File: src/rtl/cpu_pkg.sv
// rtl/cpu_pkg.sv - shared CPU constants, fetch-state enum and opcode/funct codes
package cpu_pkg;

    localparam int XLEN = 32;

    localparam logic [XLEN-1:0] NOP_INS  = 32'h0000_0000;
    localparam logic [XLEN-1:0] RESET_PC = 32'h0000_0000;

    typedef enum logic {
        FS_RUN,
        FS_HALTED
    } fetch_state_t;

    localparam logic [5:0] OP_RTYPE = 6'h00;
    localparam logic [5:0] OP_J     = 6'h02;
    localparam logic [5:0] OP_JAL   = 6'h03;
    localparam logic [5:0] OP_BEQ   = 6'h04;
    localparam logic [5:0] OP_BNE   = 6'h05;
    localparam logic [5:0] OP_ADDI  = 6'h08;
    localparam logic [5:0] OP_ANDI  = 6'h0c;
    localparam logic [5:0] OP_ORI   = 6'h0d;
    localparam logic [5:0] OP_LW    = 6'h23;
    localparam logic [5:0] OP_SW    = 6'h2b;

    localparam logic [5:0] FN_SLL     = 6'h00;
    localparam logic [5:0] FN_JR      = 6'h08;
    localparam logic [5:0] FN_SYSCALL = 6'h0c;
    localparam logic [5:0] FN_ADD     = 6'h20;
    localparam logic [5:0] FN_SUB     = 6'h22;
    localparam logic [5:0] FN_AND     = 6'h24;
    localparam logic [5:0] FN_OR      = 6'h25;
    localparam logic [5:0] FN_SLT     = 6'h2a;

endpackage

File: src/rtl/ifid_reg.sv
// rtl/ifid_reg.sv - IF/ID pipeline register with load, hold and bubble controls
import cpu_pkg::*;

module ifid_reg #(
    parameter logic [XLEN-1:0] BUBBLE_INS = cpu_pkg::NOP_INS
) (
    input  logic            clk,
    input  logic            rst,
    input  logic            load,
    input  logic            bubble,
    input  logic [XLEN-1:0] ins_in,
    input  logic [XLEN-1:0] pc_in,
    output logic [XLEN-1:0] ins,
    output logic [XLEN-1:0] pc,
    output logic            valid
);

    // A bubble leaves pc untouched; consumers qualify it with valid.
    always_ff @(posedge clk) begin
        if (rst) begin
            ins   <= BUBBLE_INS;
            pc    <= '0;
            valid <= 1'b0;
        end else if (bubble) begin
            ins   <= BUBBLE_INS;
            valid <= 1'b0;
        end else if (load) begin
            ins   <= ins_in;
            pc    <= pc_in;
            valid <= 1'b1;
        end
    end

endmodule

File: src/rtl/if_stage.sv
// rtl/if_stage.sv - instruction fetch stage: PC, next-PC select, halt FSM, IF/ID register; FETCH_STATS_EN adds fetch/bubble counters
import cpu_pkg::*;

module if_stage #(
    parameter logic [XLEN-1:0] RESET_PC = cpu_pkg::RESET_PC,
    parameter int              IMEM_AW  = 10,
    parameter logic [XLEN-1:0] NOP_INS  = cpu_pkg::NOP_INS
) (
    input  logic               clk,
    input  logic               rst,
    input  logic               stall,
    input  logic               redirect,
    input  logic [XLEN-1:0]    redirect_pc,
    input  logic               halt,
    output logic [IMEM_AW-1:0] imem_addr,
    input  logic [XLEN-1:0]    imem_rdata,
    output logic [XLEN-1:0]    pc,
    output logic [XLEN-1:0]    ins_id,
    output logic [XLEN-1:0]    pc_id,
    output logic               valid_id,
    output logic               halted
`ifdef FETCH_STATS_EN
    ,
    output logic [31:0]        fetch_cnt,
    output logic [31:0]        bubble_cnt
`endif
);

    fetch_state_t state;
    logic         running;
    logic         ifid_load;
    logic         ifid_bubble;

    assign running     = (state == FS_RUN);
    assign ifid_bubble = running & (redirect | halt);
    assign ifid_load   = running & ~redirect & ~halt & ~stall;
    assign imem_addr   = pc[IMEM_AW-1:0];

    // A redirect beats a halt: the halting syscall in ID is on the wrong path.
    always_ff @(posedge clk) begin
        if (rst) begin
            state  <= FS_RUN;
            pc     <= RESET_PC;
            halted <= 1'b0;
        end else begin
            case (state)
                FS_RUN: begin
                    if (redirect) begin
                        pc <= redirect_pc;
                    end else if (halt) begin
                        state  <= FS_HALTED;
                        halted <= 1'b1;
                    end else if (!stall) begin
                        pc <= pc + 32'd1;
                    end
                end
                default: begin
                    state  <= FS_HALTED;
                    halted <= 1'b1;
                end
            endcase
        end
    end

`ifdef FETCH_STATS_EN
    always_ff @(posedge clk) begin
        if (rst) begin
            fetch_cnt  <= '0;
            bubble_cnt <= '0;
        end else if (running) begin
            if (redirect || (!halt && stall))
                bubble_cnt <= bubble_cnt + 32'd1;
            else if (ifid_load)
                fetch_cnt <= fetch_cnt + 32'd1;
        end
    end
`endif

    ifid_reg #(
        .BUBBLE_INS(NOP_INS)
    ) u_ifid_reg (
        .clk    (clk),
        .rst    (rst),
        .load   (ifid_load),
        .bubble (ifid_bubble),
        .ins_in (imem_rdata),
        .pc_in  (pc),
        .ins    (ins_id),
        .pc     (pc_id),
        .valid  (valid_id)
    );

endmodule

File: config.mk
export PLATFORM = sky130hd
export DESIGN_NAME = if_stage
export DESIGN_NICKNAME = d
export VERILOG_FILES = /design/src/rtl/cpu_pkg.sv /design/src/rtl/ifid_reg.sv /design/src/rtl/if_stage.sv
export SDC_FILE = /design/constraint.sdc
export NUM_CORES = 1
export LEC_CHECK = 0
export BUFFER_PORTS_ARGS = -buffer_cell sky130_fd_sc_hd__clkbuf_2
export CORE_ASPECT_RATIO = 0.9
export CORE_MARGIN = 2
export CORE_UTILIZATION = 49
export CTS_BUF_LIST = sky130_fd_sc_hd__clkbuf_4 sky130_fd_sc_hd__clkbuf_8 sky130_fd_sc_hd__clkbuf_16
export CTS_CLUSTER_DIAMETER = 120
export DETAILED_ROUTE_END_ITERATION = 6
export GPL_TIMING_DRIVEN = 0
export PLACE_DENSITY = 0.77
export SLEW_MARGIN = 15
export SYNTH_ARGS = -nofsm -noshare
export SYNTH_HDL_FRONTEND = slang
export SYNTH_SLANG_ARGS = --single-unit
File: constraint.sdc
create_clock -name clk -period 5 [get_ports clk]
set_input_delay 1 -clock clk [delete_from_list [all_inputs] [get_ports clk]]
set_output_delay 1 -clock clk [all_outputs]
set_load 0.02 [all_outputs]
==> metrics.txt <==
critical path class=in2reg; Arr. time, crit path=2.79 ns; Worst Hold End=u_ifid_reg.pc[7]; Hold Startpoint=u_ifid_reg.pc[7]; CTS root buf=clkbuf_8; Seq/Total Area, Yosys=44.15%; Cell Rows=33; PortBufs=174; drt via density=5.627; dpl hpwl=10490 um; Initial Utilization=49.87%; Area contributors post-synth=dfxtp_1, nand2_1, a21oi_1, clkbuf_1, nor2_1; hold bufs inserted after CTS=0; Final Slew Violations=0; # diodes=0; Initial DRC Count=323; FF-to-FF Start=pc[0]; Synth Cell Area=4489 um2; Async SR Flop Fraction=0%; CTS buffer count=9; grt ovf=0; die width=104.9 um; antenna violations before repair=0; clock-pin slew on the worst setup and hold paths=0.10 ns; Cells after Synth=587; CTS H-tree depth=3; largest net degree at the start of global routing=19; Leak=2.343 nW; clock sinks=99; worst-margin pin slew=0.8098 ns; vias in the first global route=4551; Clock Latency Late Sink=0.36 ns; FF-to-FF setup slack=2.69 ns; gr usage total=28.00%; Crit. End Element=flip-flop; # Max-Cap Violations=0; layout cells sized above 1=28.57%; CP startpoint kind=input pin; ANT nets after route=0; most common cell in the netlist=nand2_1; CTS Buffer Depth=2; Min-Delay Path Class=reg2reg; io pins=177; routability-driven placement congestion ratio=0.8920; DRT Pass-1 Iters=5; min cycle time layout=2.557 ns; Worst IR Drop VDD=174.4 uV; post-CTS sizing=0; crit-path max cell delay=0.48 ns; status=finished clean; CORE AREA=9001 um2; worst r2r dst=pc[28]; Commonest cells post-synth=nand2_1, dfxtp_1, a21oi_1; Post-synth top flop=dfxtp_1; Register-to-Register Path Depth=7; die footprint=9945 um2; Remaining DRCs=0; largest area contributor in the netlist=dfxtp_1; Yosys Warn Count=0; share of the clock period used by the worst path=51.14%; Mapped Avg Cell Area=7.648 um2; Max-slew headroom=45.81%; Routed WL=14290 um; f_max=391.1 MHz; Syn Nets=657; Layout area overhead=27.45%; Yosys reg bits=99; total power=0.001657 W; FILL cells=866; Die H=94.81 um; Total Nets Final=842; Worst Skew=0.007902 ns; final count of negative-setup-slack endpoints=0; area of the multi-input gates=2226 um2; power per standard cell area=289.7 nW/um2; setup TNS=0 ns; area fraction of the dominant cell type after synthesis=44.15%; worst setup path start=halt; total number of vias=5059; TritonCTS clock tree=yes; Critical Path RT=5.24 ns; Reg area=1982 um2; Synth cell types=52; Critical Path Slowest Stage Cell=clkbuf_1; first-pass GRT wire length=22380 um; hold path depth=2; RSZ-0062 raised after global routing=no; EDFF count, synth=0; CP cell instances=clkbuf_2, nor2_1, o21ba_2, clkbuf_1, clkbuf_1, o21ai_0, a22oi_1, nor2_1; postcts setup bufs=0; Worst Path Max Fanout=10; final hold viol count=0; average wire per standard cell=15.89 um
-- how the worst max path moves through the flow --
stage,cells past startpoint,end
floorplan,5,pc[20]
global placement,8,pc[5]
detailed placement,8,pc[5]
CTS,8,pc[5]
global route,8,pc[5]
finish,8,pc[12]
-- flip-flops by register name (all words and copies together), names as in the netlist --
signal            count
u_ifid_reg.valid      1
u_ifid_reg.ins       32
state                 1
pc                   32
halted                1
u_ifid_reg.pc        32
-- cell usage in the layout (no fill, tap or decap), types with 8 or more instances in the layout --
cell type,count
clkbuf_2,174
nand2_1,155
dfxtp_1,99
a21oi_1,88
clkbuf_1,29
nor2_1,29
o21ai_0,18
nand3_1,16
buf_2,12
buf_4,11
clkbuf_8,9
and4_1,8
nor4_1,8
nand4_1,8
nor3_1,8
a31oi_1,8
o22ai_1,8
-- kinds of logic after synthesis --
family	after synthesis	synth area share (%)
and+or+nand+nor	260	26.62
buffers and inverters	60	6.271
AOI/OAI and AO/OA	161	21.35
adders and majority gates	1	0.2787
DFF	99	44.15
muxes	6	1.338
-- per-layer routing --
layer / vias to the layer above / GRT usage, % / part of all wire [%]
met1: 2347 / 37.05 / 42
met3: 25 / 5.383 / 9.4
met2: 262 / 46.43 / 47
li1: 2425 / - / -
met4: 0 / 9.000 / 1.9
met5: - / 0 / 0
-- layout make-up --
class,instances,share of cell area (%)
multi-input combinational,428,38.90
sequential,99,34.64
timing repair buffer,174,15.22
buffer,56,4.658
tap,122,2.668
clock buffer,9,2.165
clock inverter,7,1.487
inverter,4,0.2624
-- per-stage QoR --
step | instance area [um2] | cells | util, % | hold WS, ns | setup WS (ns)
after detailed placement | 5513 | 883 | 61.25 | 0.4429 | 2.119
after CTS | 5722 | 899 | 63.57 | 0.4621 | 2.502
after floorplan | 4489 | 587 | - | 0.5222 | 2.684
final | 5722 | 899 | 63.57 | 0.4599 | 2.443
after global routing | 5722 | 899 | 63.57 | 0.4787 | 2.332
after global placement | 5513 | 883 | 61.25 | 0.4393 | 2.149
-- critical path: cells and delay by family --
kind | cells | cell delay [ns]
AOI/OAI and AO/OA | 3 | 0.52
and+or+nand+nor | 2 | 0.25
buffers and inverters | 3 | 1.02
-- power by group --
part	switching (W)	internal [W]	leakage [nW]
clock	0.000303	0.000240	0.0995
sequential	0.0000402	0.000816	0.805
combinational	0.000165	0.0000926	1.44
(Power assumes the default switching activity.)
